`config.mk`:
```
export PLATFORM = sky130hd
export DESIGN_NAME = reset_sequencer
export DESIGN_NICKNAME = d
export VERILOG_FILES = /design/src/rtl/reset_sequencer.sv
export SDC_FILE = /design/constraint.sdc
export NUM_CORES = 1
export LEC_CHECK = 0
export ABC_AREA = 1
export BUFFER_PORTS_ARGS = -buffer_cell sky130_fd_sc_hd__buf_2
export CAP_MARGIN = 10
export CORE_MARGIN = 3
export CORE_UTILIZATION = 57
export DETAILED_ROUTE_END_ITERATION = 10
export PLACE_DENSITY = 0.77
export RECOVER_POWER = 100
export SYNTH_ARGS = -nofsm -noshare
export SYNTH_HDL_FRONTEND = slang
export SYNTH_SLANG_ARGS = --single-unit
```
`constraint.sdc`:
```
create_clock -name clk -period 2.2 [get_ports clk]
set_clock_uncertainty 0.1 [all_clocks]
set_input_delay 0.44 -clock clk [delete_from_list [all_inputs] [get_ports clk]]
set_output_delay 0.44 -clock clk [all_outputs]
set_load 0.01 [all_outputs]
```
`src/rtl/reset_sequencer.sv`:
```
// -----------------------------------------------------------------------------
// reset_sequencer
//
// Sequenced multi-domain reset controller for board top-levels. The block sits
// between the PLL instances and the SoC. It synchronises the PLL lock flags,
// debounces the active-low user button and stretches the reset. It then
// releases the domain resets one at a time, with resets_o[0] first. It also
// counts how often a lock loss aborted an active sequence.
//
// Ports:
//   clk            in   free-running sequencer clock
//   reset_n_i      in   asynchronous active-low reset
//   locks_i        in   [NUM_LOCKS]  PLL locked flags (asynchronous)
//   btn_n_i        in   raw user reset button, low = pressed (asynchronous)
//   resets_o       out  [NUM_RESETS] active-high domain resets (flop driven)
//   ready_o        out  high once every domain reset has been released
//   fault_count_o  out  [8] saturating count of lock-loss aborts
// -----------------------------------------------------------------------------
module reset_sequencer #(
  parameter int NUM_LOCKS       = 3,
  parameter int NUM_RESETS      = 3,
  parameter int SYNC_STAGES     = 2,
  parameter int DEBOUNCE_CYCLES = 16,
  parameter int STRETCH_CYCLES  = 16,
  parameter int STAGGER_CYCLES  = 8
) (
  input  logic                  clk,
  input  logic                  reset_n_i,
  input  logic [NUM_LOCKS-1:0]  locks_i,
  input  logic                  btn_n_i,
  output logic [NUM_RESETS-1:0] resets_o,
  output logic                  ready_o,
  output logic [7:0]            fault_count_o
);

  // The stretch and stagger phases never overlap, so they share one counter.
  localparam int SEQ_MAX = (STRETCH_CYCLES > STAGGER_CYCLES) ? STRETCH_CYCLES : STAGGER_CYCLES;
  localparam int SEQ_W   = (SEQ_MAX < 2) ? 1 : $clog2(SEQ_MAX);
  localparam int DB_W    = (DEBOUNCE_CYCLES < 2) ? 1 : $clog2(DEBOUNCE_CYCLES);
  localparam int IDX_W   = (NUM_RESETS < 2) ? 1 : $clog2(NUM_RESETS);

  localparam logic [SEQ_W-1:0] STRETCH_LAST = SEQ_W'(STRETCH_CYCLES - 1);
  localparam logic [SEQ_W-1:0] STAGGER_LAST = SEQ_W'(STAGGER_CYCLES - 1);
  localparam logic [DB_W-1:0]  DB_LAST      = DB_W'(DEBOUNCE_CYCLES - 1);
  localparam logic [IDX_W-1:0] IDX_LAST     = IDX_W'(NUM_RESETS - 1);

  typedef enum logic [1:0] {
    ST_HOLD    = 2'd0,
    ST_STRETCH = 2'd1,
    ST_RELEASE = 2'd2,
    ST_RUN     = 2'd3
  } state_t;

  logic [SYNC_STAGES-1:0][NUM_LOCKS-1:0] r_lock_sync;
  logic [SYNC_STAGES-1:0]                r_btn_sync;
  logic                                  r_btn_db;
  logic [DB_W-1:0]                       r_db_cnt;
  state_t                                r_state;
  logic [SEQ_W-1:0]                      r_cnt;
  logic [IDX_W-1:0]                      r_idx;
  logic [NUM_RESETS-1:0]                 r_resets;
  logic                                  r_ready;
  logic [7:0]                            r_fault;

  logic [NUM_LOCKS-1:0] w_locks_synced;
  logic                 w_btn_synced;
  logic                 w_lock_lost;
  logic                 w_ok;

  assign w_locks_synced = r_lock_sync[SYNC_STAGES-1];
  assign w_btn_synced   = r_btn_sync[SYNC_STAGES-1];
  assign w_lock_lost    = ~(&w_locks_synced);
  assign w_ok           = ~w_lock_lost & r_btn_db;

  // Synchroniser chains for the asynchronous lock flags and the button.
  always_ff @(posedge clk or negedge reset_n_i) begin
    if (!reset_n_i) begin
      r_lock_sync <= '0;
      r_btn_sync  <= '0;
    end else begin
      r_lock_sync <= {r_lock_sync[SYNC_STAGES-2:0], locks_i};
      r_btn_sync  <= {r_btn_sync[SYNC_STAGES-2:0], btn_n_i};
    end
  end

  // Button debounce: the debounced level follows the synced button only after
  // it has disagreed for DEBOUNCE_CYCLES consecutive cycles.
  always_ff @(posedge clk or negedge reset_n_i) begin
    if (!reset_n_i) begin
      r_btn_db <= 1'b1;
      r_db_cnt <= '0;
    end else if (w_btn_synced != r_btn_db) begin
      if (r_db_cnt == DB_LAST) begin
        r_btn_db <= w_btn_synced;
        r_db_cnt <= '0;
      end else begin
        r_db_cnt <= r_db_cnt + DB_W'(1);
      end
    end else begin
      r_db_cnt <= '0;
    end
  end

  // Sequencer FSM with registered resets, ready flag and fault counter.
  always_ff @(posedge clk or negedge reset_n_i) begin
    if (!reset_n_i) begin
      r_state  <= ST_HOLD;
      r_cnt    <= '0;
      r_idx    <= '0;
      r_resets <= '1;
      r_ready  <= 1'b0;
      r_fault  <= 8'd0;
    end else if ((r_state != ST_HOLD) && !w_ok) begin
      // Abort: every domain is reasserted together. Only a lock loss counts as
      // a fault, and a simultaneous button press does not count it twice.
      r_state  <= ST_HOLD;
      r_cnt    <= '0;
      r_idx    <= '0;
      r_resets <= '1;
      r_ready  <= 1'b0;
      if (w_lock_lost && (r_fault != 8'hFF)) begin
        r_fault <= r_fault + 8'd1;
      end
    end else begin
      case (r_state)
        ST_HOLD: begin
          r_cnt    <= '0;
          r_idx    <= '0;
          r_resets <= '1;
          r_ready  <= 1'b0;
          if (w_ok) begin
            r_state <= ST_STRETCH;
          end
        end
        ST_STRETCH: begin
          if (r_cnt == STRETCH_LAST) begin
            r_state  <= ST_RELEASE;
            r_cnt    <= '0;
            r_idx    <= '0;
            r_resets <= {NUM_RESETS{1'b1}} << 1'b1;
          end else begin
            r_cnt <= r_cnt + SEQ_W'(1);
          end
        end
        ST_RELEASE: begin
          if (r_cnt == STAGGER_LAST) begin
            r_cnt <= '0;
            if (r_idx < IDX_LAST) begin
              // Domains are released from bit 0 upward, so the still-held
              // resets are always a contiguous run at the top of the vector.
              r_idx    <= r_idx + IDX_W'(1);
              r_resets <= r_resets << 1'b1;
            end else begin
              r_state <= ST_RUN;
              r_ready <= 1'b1;
            end
          end else begin
            r_cnt <= r_cnt + SEQ_W'(1);
          end
        end
        ST_RUN: begin
          r_resets <= '0;
          r_ready  <= 1'b1;
        end
        default: begin
          r_state  <= ST_HOLD;
          r_cnt    <= '0;
          r_idx    <= '0;
          r_resets <= '1;
          r_ready  <= 1'b0;
        end
      endcase
    end
  end

  assign resets_o      = r_resets;
  assign ready_o       = r_ready;
  assign fault_count_o = r_fault;

endmodule

```
==> run summary <==
io pins: 18
Final Setup Violations: 0
Critical Path End Type: flip-flop
diode count: 0
Die W: 59.91 um
initial antenna violation count: 0
mean number of vias per cell: 5.307
WS Path Type: flip-flop to flip-flop
Stages on worst setup path: 7
pwr/cell area: 1133 nW/um^2
synth warn: 0
R2R cell count: 7
Synth Instances: 192
worst-margin pin slew: 1670 ps
fin crit share: 0.8281
clock buffer depth: 2
htree depth: 2
Root Driver: clkbuf_4
CTS resizes: 0
Total Wirelength: 3028 um
Slew headroom: -0.1136
Cell Rows: 18
commonest non-fill, non-tap cells in the layout: nand2_1, dfrtp_1, nand3_1
routed len/inst: 12.41 um
Total GRT Usage: 0.2083
DP Wirelength: 2266 um
critical path arrival: 2000 ps
fin util: 0.6844
Crit path buffers/inverters: 1
Syn Nets: 205
Hold-fix buffers, CTS: 0
number of port buffers: 17
Die Footprint: 3589 um^2
violated checks: max-capacitance violations, max-slew violations
Worst EP required: 2370 ps
Min-Delay Path Depth: 1
area occupied by multi-input gates: 718.2 um^2
worst-skew pair later-pin latency: 340 ps
slowest CP cell: dfrtp_1
Setup Buffers After CTS: 0
leakage: 0.9142 nW
Yosys cell types: 23
Worst setup SP type: flip-flop
Num CTS Buffers: 5
Syn Area/Cell: 8.628 um^2
vias in the first global route: 1263
max cap viols: 1
VDD IR max: 0.7803 mV
register bit total from synthesis: 33
unrepaired setup endpoints after global routing: false
sequential cell area: 830.8 um^2
Fill cells: 225
pin count of the biggest net entering global routing: 34
largest fanout on the critical path: 11
Final min period: 1822 ps
post-synthesis sequential area ratio: 0.5015
die height: 59.91 um
# clock sinks: 33
clock-pin slew on the worst setup and hold paths: 110 ps
cells along the critical path: inv_1 > ha_1 > nor2_1 > nand3_2 > nand2_1 > nand2_1 > o21ai_0
post-route setup TNS: 0 ps
Nets: 226
crit-path max cell delay: 460 ps
count of final hold-check violations: 0
Synth Cell Area: 1657 um^2
crit-path leading delay family: simple AND/OR/NAND/NOR gates
area of the core: 2613 um^2
Initial Utilization: 0.6341
Area Growth Syn to Fin: 7.930%
fin. max-slew vios: 34
first-pass GRT wire length: 5382 um
via count: 1295
GPL Wtd Cong: 0.8436
CTS tree: done
DRC: 0
share of cells above drive strength 1: 0.08411
Tightest Hold Check Type: input pin to flip-flop
drt pass-1 iters: 4
status: finished with violations
most frequent CP cell: nand2_1
commonest non-fill, non-tap cell in the layout: nand2_1
DR iter-0 viols: 48
fmax: 548.9 MHz
ANT nets after route: 0
GRT overflow: 0
-- state kept, by name, summed over array words and instances, names as in the netlist, 3 cells and up --
| signal | count |
|---|---|
| resets_o | 3 |
| r_lock_sync | 3 |
| fault_count_o | 8 |
| w_locks_synced | 3 |
| r_cnt | 4 |
| r_db_cnt | 4 |
-- metal layers --
metal  vias to the layer above  share of wire  GRT usage
met5                         -              0          0
met2                        28           0.47     0.3333
met1                       600           0.45     0.2468
met3                        12          0.050    0.06479
li1                        655              -          -
met4                         0          0.032     0.1171
-- final timing paths --
path | startpoint | end | slack [ps]
setup / recovery | r_state[0] | r_idx[1] | 380
max in group asynchronous | reset_n_i | fault_count_o[1] | 610
hold reg to reg | r_btn_sync[0] | r_btn_sync[1] | 260
min in group asynchronous | reset_n_i | r_db_cnt[3] | 410
setup reg to reg | r_state[0] | r_idx[1] | 380
hold / removal | locks_i[1] | r_lock_sync[1] | 110
-- power breakdown --
part / leakage [nW] / switching (mW) / internal, mW
Clock: 0.0315 / 0.212 / 0.156
Combinational: 0.469 / 0.536 / 0.269
Sequential: 0.413 / 0.124 / 0.729
Total: 0.914 / 0.872 / 1.15
-- per-stage QoR --
step	cell area [um^2]	hold slack [ps]	setup slack [ps]	power [mW]	instances
final	1788	107.2	378.1	2.026	244
after global routing	1788	76.83	196.9	2.235	244
after CTS	1805	40.17	373.7	2.066	244
after detailed placement	1743	240.2	421.2	1.702	236
after global placement	1743	234.0	458.1	1.659	236
after floorplan	1657	44.41	654.9	1.517	192
-- synthesized netlist by cell type (all sizes together) --
master,number,share of area
inv,18,0.041
xnor2,5,0.026
ha,7,0.053
mux2,1,0.0068
nor3,1,0.0030
dfrtp,29,0.44
xor2,4,0.021
nor2,13,0.029
nand3,20,0.063
a21oi,3,0.0091
dfstp,4,0.063
nand2,65,0.15
buf,2,0.014
clkbuf,1,0.0083
a21boi,1,0.0045
o31ai,1,0.0045
nand4,3,0.020
o21ai,13,0.042
or2,1,0.0038
-- kinds of logic (layout without fill, tap and decap cells) --
group | after synthesis | after routing | share of synthesized area
AOI/OAI and AO/OA | 18 | 18 | 0.05967
xor gates and xnor gates | 9 | 9 | 0.04758
adders and majority gates | 7 | 7 | 0.05287
buffers and inverters | 21 | 43 | 0.06268
DFF | 33 | 33 | 0.5015
muxes | 1 | 1 | 0.006797
and+or+nand+nor | 103 | 103 | 0.2689
-- cell type report --
class,count,share of cell area
clock buffers,7,0.03079
clock inverters,1,0.004199
inverters,18,0.03779
multi-input cells,138,0.4017
flip-flops and latches,33,0.4647
well taps,30,0.02099
repair buffers,17,0.03989
(Power assumes the default switching activity.)
